===== config.mk =====
export PLATFORM = sky130hd
export DESIGN_NAME = fetch_unit
export DESIGN_NICKNAME = d
export VERILOG_FILES = /design/src/rtl/fetch_pkg.sv /design/src/rtl/fetch_unit_return_stack.sv /design/src/rtl/fetch_unit.sv
export SDC_FILE = /design/constraint.sdc
export NUM_CORES = 1
export LEC_CHECK = 0
export BUFFER_PORTS_ARGS = -buffer_cell sky130_fd_sc_hd__buf_2
export CAP_MARGIN = 20
export CORE_MARGIN = 2
export CORE_UTILIZATION = 35
export CTS_BUF_LIST = sky130_fd_sc_hd__clkbuf_16
export DETAILED_ROUTE_END_ITERATION = 6
export PLACE_DENSITY_LB_ADDON = 0.15
export SYNTH_ARGS = -nofsm -noshare
export SYNTH_HDL_FRONTEND = slang
export SYNTH_SLANG_ARGS = --single-unit

===== constraint.sdc =====
create_clock -name clk -period 6 [get_ports clk]
set_input_delay 1.2 -clock clk [delete_from_list [all_inputs] [get_ports clk]]
set_output_delay 1.2 -clock clk [all_outputs]
set_load 0.01 [all_outputs]

===== src/rtl/fetch_pkg.sv =====
// Shared definitions for the fetch stage: field widths, control-flow opcodes,
// branch-condition encoding and the decoder used to classify each fetched word.
package fetch_pkg;

  localparam int FETCH_ADDR_W  = 12;
  localparam int FETCH_INSTR_W = 19;

  localparam logic [2:0] OP_BRANCH = 3'b101;
  localparam logic [4:0] OP_JSR    = 5'b11100;
  localparam logic [4:0] OP_JMP    = 5'b11101;
  localparam logic [4:0] OP_RET    = 5'b11110;

  typedef enum logic [1:0] {
    COND_Z  = 2'b00,
    COND_NZ = 2'b01,
    COND_C  = 2'b10,
    COND_NC = 2'b11
  } br_cond_e;

  typedef enum logic [2:0] {
    SEQ,
    BR,
    JMP,
    JSR,
    RET
  } cf_kind_e;

  function automatic cf_kind_e decode_kind(input logic [FETCH_INSTR_W-1:0] instr);
    cf_kind_e kind;
    case (instr[18:14])
      OP_JSR:  kind = JSR;
      OP_JMP:  kind = JMP;
      OP_RET:  kind = RET;
      default: kind = (instr[18:16] == OP_BRANCH) ? BR : SEQ;
    endcase
    return kind;
  endfunction

  function automatic logic cond_met(input br_cond_e cond, input logic z, input logic c);
    logic met;
    case (cond)
      COND_Z:  met = z;
      COND_NZ: met = ~z;
      COND_C:  met = c;
      default: met = ~c;
    endcase
    return met;
  endfunction

endpackage


===== src/rtl/fetch_unit_return_stack.sv =====
// Hardware return-address stack (LIFO). SP counts occupied entries; pushes
// when full and pops when empty are ignored here and reported by the caller.
module return_stack
  import fetch_pkg::*;
#(
  parameter int ADDR_W   = FETCH_ADDR_W,
  parameter int RS_DEPTH = 8
) (
  input  logic              clk,
  input  logic              rst,
  input  logic              push,
  input  logic              pop,
  input  logic [ADDR_W-1:0] push_data,
  output logic [ADDR_W-1:0] top_data,
  output logic              full,
  output logic              empty
);

  localparam int IDX_W = $clog2(RS_DEPTH);
  localparam int SP_W  = IDX_W + 1;

  logic [ADDR_W-1:0] r_mem [RS_DEPTH];
  logic [SP_W-1:0]   r_sp;
  logic [IDX_W-1:0]  w_top_idx;
  logic [IDX_W-1:0]  w_push_idx;

  assign full       = (r_sp == SP_W'(RS_DEPTH));
  assign empty      = (r_sp == '0);
  assign w_top_idx  = IDX_W'(r_sp - SP_W'(1));
  assign w_push_idx = r_sp[IDX_W-1:0];
  assign top_data   = r_mem[w_top_idx];

  always_ff @(posedge clk or negedge rst) begin
    if (!rst) begin
      r_sp <= '0;
      for (int i = 0; i < RS_DEPTH; i++) begin
        r_mem[i] <= '0;
      end
    end else if (push && !full) begin
      r_mem[w_push_idx] <= push_data;
      r_sp              <= r_sp + SP_W'(1);
    end else if (pop && !empty) begin
      r_sp <= r_sp - SP_W'(1);
    end
  end

endmodule


===== src/rtl/fetch_unit.sv =====
// Program counter and next-address logic: resolves branches, JMP, JSR and RET
// locally each cycle and registers the next PC on the rising edge.
module fetch_unit
  import fetch_pkg::*;
#(
  parameter int ADDR_W   = FETCH_ADDR_W,
  parameter int INSTR_W  = FETCH_INSTR_W,
  parameter int RS_DEPTH = 8
) (
  input  logic               clk,
  input  logic               rst,
  input  logic               stall,
  input  logic [INSTR_W-1:0] instruction,
  input  logic               zero_flag,
  input  logic               carry_flag,
  output logic [ADDR_W-1:0]  address,
  output logic               redirect,
  output logic               stack_error
);

  logic [ADDR_W-1:0]        r_pc;
  logic                     r_stack_error;
  logic [ADDR_W-1:0]        w_pc_plus1;
  logic [ADDR_W-1:0]        w_next_pc;
  logic [ADDR_W-1:0]        w_jump_target;
  logic [ADDR_W-1:0]        w_top;
  logic signed [7:0]        w_br_off8;
  logic signed [ADDR_W-1:0] w_br_offset;
  cf_kind_e                 w_kind;
  logic                     w_taken;
  logic                     w_push;
  logic                     w_pop;
  logic                     w_full;
  logic                     w_empty;
  logic                     w_stack_fault;

  assign w_kind        = decode_kind(instruction);
  assign w_taken       = cond_met(br_cond_e'(instruction[15:14]), zero_flag, carry_flag);
  assign w_pc_plus1    = r_pc + ADDR_W'(1);
  assign w_jump_target = ADDR_W'(instruction[11:0]);
  assign w_br_off8     = instruction[7:0];
  assign w_br_offset   = ADDR_W'(w_br_off8);

  always_comb begin
    w_next_pc     = w_pc_plus1;
    w_push        = 1'b0;
    w_pop         = 1'b0;
    w_stack_fault = 1'b0;
    case (w_kind)
      BR: begin
        if (w_taken) w_next_pc = w_pc_plus1 + $unsigned(w_br_offset);
      end
      JMP: w_next_pc = w_jump_target;
      JSR: begin
        // An overflowing call still jumps; only the return address is lost.
        w_next_pc     = w_jump_target;
        w_push        = ~w_full;
        w_stack_fault = w_full;
      end
      RET: begin
        if (!w_empty) begin
          w_next_pc = w_top;
          w_pop     = 1'b1;
        end else begin
          w_stack_fault = 1'b1;
        end
      end
      default: ;
    endcase
  end

  return_stack #(
    .ADDR_W   (ADDR_W),
    .RS_DEPTH (RS_DEPTH)
  ) u_return_stack (
    .clk       (clk),
    .rst       (rst),
    .push      (w_push & ~stall),
    .pop       (w_pop & ~stall),
    .push_data (w_pc_plus1),
    .top_data  (w_top),
    .full      (w_full),
    .empty     (w_empty)
  );

  // PC register stage
  always_ff @(posedge clk or negedge rst) begin
    if (!rst) begin
      r_pc          <= '0;
      r_stack_error <= 1'b0;
    end else if (!stall) begin
      r_pc <= w_next_pc;
      if (w_stack_fault) r_stack_error <= 1'b1;
    end
  end

  assign address     = r_pc;
  assign stack_error = r_stack_error;
  assign redirect    = ~stall & (w_next_pc != w_pc_plus1);

endmodule


==> results of run 1 <==
through the flow:
stage	cell area, µm²	util, %	total power [mW]
2_1_floorplan	6530	-	1.96
3_3_place_gp	6960	38.4	2.33
3_5_place_dp	6960	38.4	2.36
4_1_cts	7540	41.5	3.37
5_1_grt	7550	41.6	3.55
6_report	7550	41.6	3.34
flip-flops by register name, summed over array words and instances, names as in the netlist:
| signal | flops |
|---|---|
| stack_error | 1 |
| address | 12 |
| u_return_stack.r_sp | 4 |
| u_return_stack.r_mem | 96 |
cells in the mapped netlist, drive strengths merged, types with 4 or more instances:
| cell | count | area, µm² |
|---|---|---|
| nand2 | 64 | 240 |
| nor2 | 78 | 295 |
| o22ai | 4 | 25.0 |
| nand4 | 4 | 25.0 |
| nand2b | 6 | 37.5 |
| ha | 15 | 188 |
| inv | 24 | 90.1 |
| nor3 | 7 | 35.0 |
| dfrtp | 113 | 2830 |
| buf | 15 | 101 |
| and3 | 9 | 56.3 |
| xnor2 | 16 | 148 |
| a211oi | 7 | 52.6 |
| mux4 | 24 | 593 |
| nor4 | 7 | 50.1 |
| mux2 | 19 | 214 |
| a21oi | 74 | 370 |
| a21o | 4 | 30.0 |
| o21ai | 58 | 290 |
| mux2i | 12 | 133 |
| xor2 | 5 | 51.3 |
| clkbuf | 33 | 124 |
| nand3 | 12 | 60.1 |
worst max path at each step:
stage / startpoint / slack [ps] / endpoint / cells past startpoint
2_1_floorplan: address[1] / 1130 / redirect / 16
3_3_place_gp: instruction[0] / 900 / redirect / 13
3_5_place_dp: instruction[0] / 900 / redirect / 13
4_1_cts: address[1] / 490 / redirect / 15
5_1_grt: address[1] / 220 / redirect / 15
6_report: address[1] / 490 / redirect / 15
power breakdown:
| group | internal, mW | switching, mW | leakage (nW) |
|---|---|---|---|
| clock | 0.642 | 0.354 | 0.305 |
| combinational | 0.550 | 0.760 | 1.66 |
| sequential | 0.912 | 0.122 | 1.53 |
cell families after synthesis:
logic type,count (synthesis),synth area share (%)
DFF,113,43.3
muxes,55,14.4
buffers and inverters,72,4.83
adders and majority gates,16,3.18
xor gates and xnor gates,21,3.04
and+or+nand+nor,210,14.9
AOI/OAI and AO/OA,182,16.4
final cells by class:
type,instances,area share (%)
clock buffer,17,5.63
timing repair buffer,59,4.79
inverter,24,1.19
multi-input combinational,484,45.1
sequential,113,37.4
tap,229,3.79
clock inverter,15,2.04
layer usage:
layer  global-route usage, %  wire length [µm]  vias to the layer above
met1                    25.0              8430                     2607
li1                        -                 -                     2467
met4                    6.37               395                        0
met2                    30.9              8600                      101
met5                       0                 0                        -
met3                    5.20               754                       24
worst max-delay path, stage by stage, from the launching register on:
cell     delay, ps
dfrtp_1        440
ha_1           360
nand3_1        130
xnor2_1        160
buf_4          210
inv_1           90
ha_1           380
a21o_1         210
and2_1         180
or3_1          410
and3_1         190
o31a_1         330
a221o_1        370
o21ai_1        140
a41oi_1        120
buf_2          170
==> metrics.yaml, run 1 <==
clocking:
  clock_sinks: 113
  cts_max_path_buffers: 2
  post-cts-setup-buffers: 0
  ctsHoldBuffers: 0
  clock_latency_ps: 410
  cts_resized: 0
  clkTransAtPathRegs_ps: 50
  cts_tree: "done"
  htree_levels: 4
  numCtsBuffers: 17
  cts_root_buf: "clkbuf_16"
grt:
  grt_pass1_vias: 5146
  grt_first_pass_wirelength_um: 28600
  grt.total_usage_pct: 19.1
  grt_max_degree: 65
  grt-ovfl-total: 0
  antenna_found_initial: 0
synth:
  ys_ff_latch: 113
  synth_fp_nets: 709
  ys_warn_count: 0
  post_synth_num_cell_types: 67
  synthCells: 669
  syn_area_um2: 6530
  seq_area_frac_synth_pct: 43.3
  synth_enable_flop_cells: 0
  avgSynthCellArea_um2: 9.77
  synthArstFlopShare_pct: 100
  ys.flop_type: "dfrtp_1"
sta:
  worst_pin_slew_ps: 1000
  slew_headroom_pct: 33.0
  fmax_mhz: 182
  finalHoldViolCount: 0
  post-route-period-util_pct: 91.8
  fin_crit_ps: 5510
  skew_ps: 7.95
  setup_tns_ps: 0
  rsz0062_at_grt: "no"
  holdWs_ps: 470
  setup_viol_count_final: 0
  worst_slack_ps: 494
  slew_viol_final: 0
run:
  cap_violations: 0
floorplan:
  die_h_um: 141
  initial_core_util_pct: 36.0
  ios: 38
  num_rows: 49
  dieArea_um2: 19800
  coreArea_um2: 18100
  fp.dieW_um: 141
worst_setup_path:
  critPathLaunchType: "register"
  reg2reg_slack_ps: 2110
  r2r-end: "address[11]"
  critPathCaptureType: "output port"
  critPathMaxFanout: 11
  critical_path_required_ps: 4800
  rr_worst_depth: 14
  cp.arrival_ps: 4310
  path_class: "register to output port"
  timing.rr.start: "address[2]"
worst_hold_path:
  min-delay-start: "stack_error"
  min_to: "stack_error"
  worstHoldPathCells: 1
  hold_path_class: "register to register"
status:
  status: "complete, no violations"
cells_and_area:
  area_growth_pct: 15.6
  stdcell_count: 941
  seqCellArea_um2: 2830
  mostFrequentLayoutCells: "dfrtp_1 (113), nor2_1 (77), a21oi_1 (74)"
  multi_input_area_um2: 3410
  nets: 739
  n_fill_cell: 1774
  antenna_cells: 0
  layout_commonest_cell: "dfrtp_1"
  final_layout_size_suffix_gt1_share_pct: 18.1
routing:
  drc: 0
  drt_iter0_drc: 393
  dr.pass1.iters: 5
  via_count: 5199
  postRouteAntennaNets: 0
  wl_um: 18200
  vias_per_cell: 5.52
  wl_per_cell_um: 19.3
placement:
  gp_congestion: 0.918
  place_ws_ps: 897
  place_hpwl_um: 13100
  portBuffers: 35
  dp.cells: 908
power_and_ir_drop:
  cellLeakagePower_nw: 3.50
  powerDensity_nw_per_um2: 442
  ir_drop_uv: 176
(Power assumes the default switching activity.)
==> run 2: changes to the inputs <==
==> constraint.sdc (replaced) <==
create_clock -name clk -period 4.7 [get_ports clk]
set_input_delay 0.94 -clock clk [delete_from_list [all_inputs] [get_ports clk]]
set_output_delay 0.94 -clock clk [all_outputs]
set_load 0.01 [all_outputs]
==> run 2 against run 1 <==
  * Critical path depth decreased by 1
  * Via count increased by 2.2%
  * Clock power increased by 20%
  * Cell area increased by 6.9%
  * The flow now finishes with violations (negative setup slack)
  * Routed wire length increased by 4.5%
  * Register-to-register slack got worse by 750 ps
  * Clock skew increased by 1.2 ps
  * First-iteration DRC count decreased by 1.3%
  * Non-clock buffer count increased by 38
  * Global-route usage increased by 1.1 points
  * Sequential cell count unchanged
==> metrics.yaml, run 2 (synthesized netlist as in run 1, its figures left out) <==
status:
  status: "complete, but fails checks"
  violations: "negative setup slack"
floorplan:
  initial_core_util_pct: 36.0  # unchanged
  ios: 38  # unchanged
  num_rows: 49  # unchanged
  dieArea_um2: 19800  # unchanged
  fp.dieW_um: 141  # unchanged
  coreArea_um2: 18100  # unchanged
  die_h_um: 141  # unchanged
worst_setup_path:
  cp_slowest_cell: "dfrtp_1"
  critical-path-top-delay-family: "simple AND/OR/NAND/NOR gates"
  reg2reg_slack_ps: 1360  # -750 ps
  critical_path_required_ps: 3760  # -1040 ps
  crit_buf_inv: 3  # unchanged
  critPathLaunchType: "register"
  critPathCaptureType: "output port"
  timing.rr.start: "address[5]"
  path_cells: "buf_6 -> nand4_1 -> nor2_2 -> xnor2_2 -> inv_2 -> ha_4 -> or3_1 -> or3_4 -> and3_4 -> o31a_1 -> a221o_1 -> o21ai_1 -> a41oi_2 -> buf_2"
  critPathMaxStageDelay_ps: 390  # -50 ps
  critPathLaunch: "address[4]"
  critPathMaxFanout: 5  # -6
  path_class: "register to output port"
  cp.arrival_ps: 3770  # -540 ps
sta:
  fin_crit_ps: 4710
  worst_slack_ps: -6.88  # -501 ps
  worst_pin_slew_ps: 842  # -160 ps
  slew_viol_final: 0  # unchanged
  skew_ps: 9.11  # +1.16 ps
  setup_viol_count_final: 1  # +1
  fmax_mhz: 212
  rsz0062_at_grt: "yes"
  finalHoldViolCount: 0  # unchanged
  post-route-period-util_pct: 100
  slew_headroom_pct: 43.7  # +11 points
cells_and_area:
  top_register: "u_return_stack.r_mem"
  layout_commonest_cell: "dfrtp_1"
  final_layout_size_suffix_gt1_share_pct: 27.4  # +9.3 points
  nets: 777  # +5.1%
  mostFrequentLayoutCells: "dfrtp_1 (111), nor2_1 (74), a21oi_1 (73)"
  largest_reg_flops: 96  # unchanged
  final_core_util_pct: 44.5  # +2.9 points
  n_fill_cell: 1747  # -1.5%
  area_growth_pct: 23.5
  antenna_cells: 0  # unchanged
grt:
  grt_first_pass_wirelength_um: 30200  # +5.8%
  grt_max_degree: 82  # +26%
  grt_pass1_vias: 5386  # +4.7%
  grt-ovfl-total: 0  # unchanged
  grt.total_usage_pct: 20.2  # +1.1 points
  antenna_found_initial: 0  # unchanged
routing:
  drc: 0  # unchanged
  wl_um: 19000  # +4.5%
  wl_per_cell_um: 19.4  # +0.52%
  vias_per_cell: 5.43  # -1.7%
  dr.pass1.iters: 5  # unchanged
  drt_iter0_drc: 388  # -1.3%
  via_count: 5311  # +2.2%
  postRouteAntennaNets: 0  # unchanged
power_and_ir_drop:
  cellLeakagePower_nw: 3.70  # +5.8%
  ir_drop_uv: 309  # +76%
  powerDensity_nw_per_um2: 562  # +27%
clocking:
  cts_max_path_buffers: 2  # unchanged
  numCtsBuffers: 17  # unchanged
  cts_tree: "done"
  clock_sinks: 113  # unchanged
  htree_levels: 4  # unchanged
  ctsHoldBuffers: 0  # unchanged
  cts_root_buf: "clkbuf_16"
  clock_latency_ps: 410  # about the same
  clkTransAtPathRegs_ps: 50  # about the same
placement:
  gp_congestion: 0.881  # -4.0%
  place_hpwl_um: 13400  # +2.7%
  place_ws_ps: -17.9  # -915 ps
  portBuffers: 35  # unchanged
worst_hold_path:
  min-delay-start: "stack_error"
  hold_path_class: "register to register"
run:
  cap_violations: 0  # unchanged
==> run 2: worst reg2reg max path, stage by stage, from the launching register on <==
cell and delay [ps]:
dfrtp_1 380, inv_2 80, nor3_4 230, buf_4 150
nand4_1 120, xnor2_1 360, inv_1 150, ha_1 380
o21a_1 160, o31ai_2 80, buf_4 150, nor4b_1 320
a211oi_2 80, buf_4 150, and3_1 130, o41ai_1 300
==> run 2: per-stage QoR <==
| stage | std cells | TNS (ps) | instance area [µm²] | power [mW] | hold slack, ps |
|---|---|---|---|---|---|
| global route | 978 | -101 | 8070 | 4.83 | 496 |
| floorplan | 669 | 0 | 6530 | 2.51 | 442 |
| CTS | 970 | 0 | 7890 | 4.46 | 478 |
| global placement | 929 | 0 | 7160 | 3.12 | 453 |
| finish | 978 | -6.88 | 8070 | 4.53 | 465 |
| detailed placement | 929 | -17.9 | 7160 | 3.13 | 465 |
==> run 2: final timing paths <==
check	endpoint	cells after the start
max	redirect	14
min	stack_error	1
max reg2reg	address[11]	15
min reg2reg	stack_error	1
max in group asynchronous	address[3]	3
min in group asynchronous	u_return_stack.r_mem[8]	1
==> run 2: cell type report <==
cell class	instances	area, µm²	share of cell area (%)
clock buffers	17	425	5.27
multi-input cells	484	3610	44.7
inverters	24	90.1	1.12
flip-flops and latches	113	2830	35.1
well taps	229	287	3.55
clock inverters	14	124	1.53
repair buffers	97	708	8.78
==> run 2: layer usage <==
layer  up-vias  GRT usage [%]  routed length [µm]
met5         -              0                   0
met4         0           8.47                 605
met3        32           4.21                 825
met2       130           32.9                9100
met1      2602           26.4                8460
li1       2547              -                   -
==> run 2: repair_timing <==
action | CTS | global route
pin swaps | 12 | 13
resized for setup | 21 | 25
setup endpoints to repair | 1 | 1
buffers inserted | 10 | 7
==> run 2: report_power, final <==
group          total (mW)  switching (mW)  internal, mW
registers            1.31           0.144          1.17
clock network        1.20           0.433         0.762
logic                2.03            1.10         0.932
==> run 3: changes to the inputs <==
--- a/config.mk
+++ b/config.mk
@@ -5,12 +5,12 @@
 export SDC_FILE = /design/constraint.sdc
 export NUM_CORES = 1
 export LEC_CHECK = 0
-export BUFFER_PORTS_ARGS = -buffer_cell sky130_fd_sc_hd__buf_2
 export CAP_MARGIN = 20
 export CORE_MARGIN = 2
 export CORE_UTILIZATION = 35
 export CTS_BUF_LIST = sky130_fd_sc_hd__clkbuf_16
 export DETAILED_ROUTE_END_ITERATION = 6
+export DONT_BUFFER_PORTS = 1
 export PLACE_DENSITY_LB_ADDON = 0.15
 export SYNTH_ARGS = -nofsm -noshare
 export SYNTH_HDL_FRONTEND = slang
==> run 3 against run 2 <==
  * The run now ends clean
  * Sequential cell count did not move
  * Die area did not move
  * Count of clock-buffer cells in the layout did not move
  * Largest power group unchanged
==> metrics.yaml, run 3 (synthesized netlist as in run 1, its figures left out) <==
status:
  status: "complete, no violations"
clocking:
  clock_latency_ps: 410  # about the same
  htree_levels: 4  # unchanged
  clock_sinks: 113  # unchanged
  cts_root_buf: "clkbuf_16"
  cts_max_path_buffers: 2  # unchanged
  ctsHoldBuffers: 0  # unchanged
  cts_tree: "done"
  numCtsBuffers: 17  # unchanged
  clkTransAtPathRegs_ps: 50  # about the same
floorplan:
  coreArea_um2: 18100  # unchanged
  initial_core_util_pct: 36.0  # unchanged
  fp.dieW_um: 141  # unchanged
  die_h_um: 141  # unchanged
  num_rows: 49  # unchanged
  dieArea_um2: 19800  # unchanged
  ios: 38  # unchanged
routing:
  wl_per_cell_um: 19.9  # +2.3%
  dr.pass1.iters: 5  # unchanged
  via_count: 5109  # -3.8%
  drt_iter0_drc: 318  # -18%
  drc: 0  # unchanged
  wl_um: 18300  # -3.9%
  postRouteAntennaNets: 0  # unchanged
  vias_per_cell: 5.56  # +2.4%
cells_and_area:
  top_register: "u_return_stack.r_mem"
  largest_reg_flops: 96  # unchanged
  antenna_cells: 0  # unchanged
  layout_commonest_cell: "dfrtp_1"
  n_fill_cell: 1748  # +0.057%
  mostFrequentLayoutCells: "dfrtp_1 (108), nor2_1 (76), a21oi_1 (74)"
  area_growth_pct: 16.2
  nets: 719  # -7.5%
  final_layout_size_suffix_gt1_share_pct: 20.7  # -6.6 points
worst_setup_path:
  critPathMaxFanout: 7  # +2
  critical_path_required_ps: 3760  # about the same
  critPathMaxStageDelay_ps: 460  # +70 ps
  cp.arrival_ps: 3590  # -180 ps
  critPathCaptureType: "output port"
  crit_top_cell: "buf_4"
  path_class: "register to output port"
  path_cells: "nand2_2 -> nor3_4 -> buf_4 -> buf_4 -> nand3_1 -> nor2_1 -> xnor2_1 -> inv_1 -> ha_4 -> nand2b_1 -> o21ai_0 -> a222oi_1 -> buf_4 -> buf_4 -> and3_1 -> o21ai_2 -> a41oi_2"
  cp_slowest_cell: "dfrtp_2"
  crit_buf_inv: 5  # +2
  critical-path-top-delay-family: "simple AND/OR/NAND/NOR gates"
  critPathLaunchType: "register"
placement:
  place_hpwl_um: 12800  # -4.9%
  place_ws_ps: 262  # +280 ps
  portBuffers: 0  # -100%
  gp_congestion: 0.914  # +3.7%
grt:
  grt_max_degree: 114  # +39%
  grt.total_usage_pct: 18.8  # -1.4 points
  antenna_found_initial: 0  # unchanged
  grt_pass1_vias: 4921  # -8.6%
  grt-ovfl-total: 0  # unchanged
  grt_first_pass_wirelength_um: 28100  # -7.1%
sta:
  fin_crit_ps: 4530  # -180 ps
  worst_pin_slew_ps: 912  # +69.5 ps
  fmax_mhz: 221  # +4.0%
  post-route-period-util_pct: 96.3  # -3.8 points
  skew_ps: 6.18  # -2.94 ps
  slew_headroom_pct: 39.1  # -4.6 points
  finalHoldViolCount: 0  # unchanged
  worst_slack_ps: 173  # +180 ps
  slew_viol_final: 0  # unchanged
  setup_viol_count_final: 0  # -1
worst_hold_path:
  hold_path_class: "input port to async pin"
power_and_ir_drop:
  powerDensity_nw_per_um2: 556  # -1.0%
  total_power_mw: 4.22  # -6.9%
  cellLeakagePower_nw: 3.39  # -8.4%
  ir_drop_uv: 247  # -20%
run:
  cap_violations: 0  # unchanged
-- run 3: changes by cell type in the layout (fill, tap and decap cells not counted), moves of 3 or more --
| cell | before | now |
|---|---|---|
| clkinv_1 | 5 | 1 |
| buf_4 | 57 | 37 |
| dfrtp_2 | 2 | 5 |
| buf_2 | 34 | 0 |
| dfrtp_1 | 111 | 108 |
| inv_2 | 6 | 3 |
| buf_12 | 3 | 0 |
| inv_1 | 18 | 22 |
-- run 3: worst reg2reg max path: cells and delay by family (launching register included) --
kind	cells	cell delay, ps
AOI/OAI and AO/OA	6	1560
xor gates and xnor gates	1	210
buffers and inverters	1	80
adders and majority gates	1	310
DFF	1	460
and+or+nand+nor	5	640
-- run 3: what timing repair did --
item / 4_1_cts / 5_1_grt
setup endpoints to repair: 1 / 1
cloned: 0 / 0
setup buffers: 4 / 4
resized for setup: 13 / 26
pin swaps: 4 / 13
-- run 3: where the power goes --
part	leakage (nW)	switching (mW)	internal [mW]
registers	1.52	0.179	1.17
logic	1.61	0.975	0.801
clock network	0.254	0.443	0.655
total	3.39	1.60	2.63
-- run 3: per-stage QoR --
step                      utilization, %  hold WS [ps]  cells  TNS, ps  cell area (µm²)
final                               41.8           236    919        0             7590
after global routing                41.8           216    919    -58.4             7590
after CTS                           41.0           211    915        0             7450
after detailed placement            37.7           463    881        0             6840
after global placement              37.7           454    881        0             6840
after floorplan                        -           442    669        0             6530
-- run 3: area by class of cell --
class                      instances  area (µm²)  share of cell area (%)
multi-input combinational        484        3580                    47.2
timing repair buffer              39         293                    3.86
inverter                          24        93.8                    1.24
tap                              229         287                    3.77
clock buffer                      17         425                    5.60
clock inverter                    13        77.6                    1.02
sequential                       113        2830                    37.3
-- run 3: worst paths after layout --
kind	start	to	slack [ps]	depth (start not counted)
max	address[2]	redirect	170	17
min	rst	u_return_stack.r_mem[41]	240	0
max reg2reg	address[2]	address[11]	1350	14
min reg2reg	u_return_stack.r_mem[61]	u_return_stack.r_mem[61]	470	2
max in group asynchronous	rst	address[5]	4300	0
min in group clk	u_return_stack.r_mem[61]	u_return_stack.r_mem[61]	470	2
-- run 3: layer usage --
layer / share of wire (%) / global-route usage [%] / routed length (µm)
met1: 44 / 24.5 / 8110
met2: 47 / 30.2 / 8580
met3: 6.0 / 4.86 / 1090
met4: 2.7 / 7.47 / 490
met5: 0 / 0 / 0
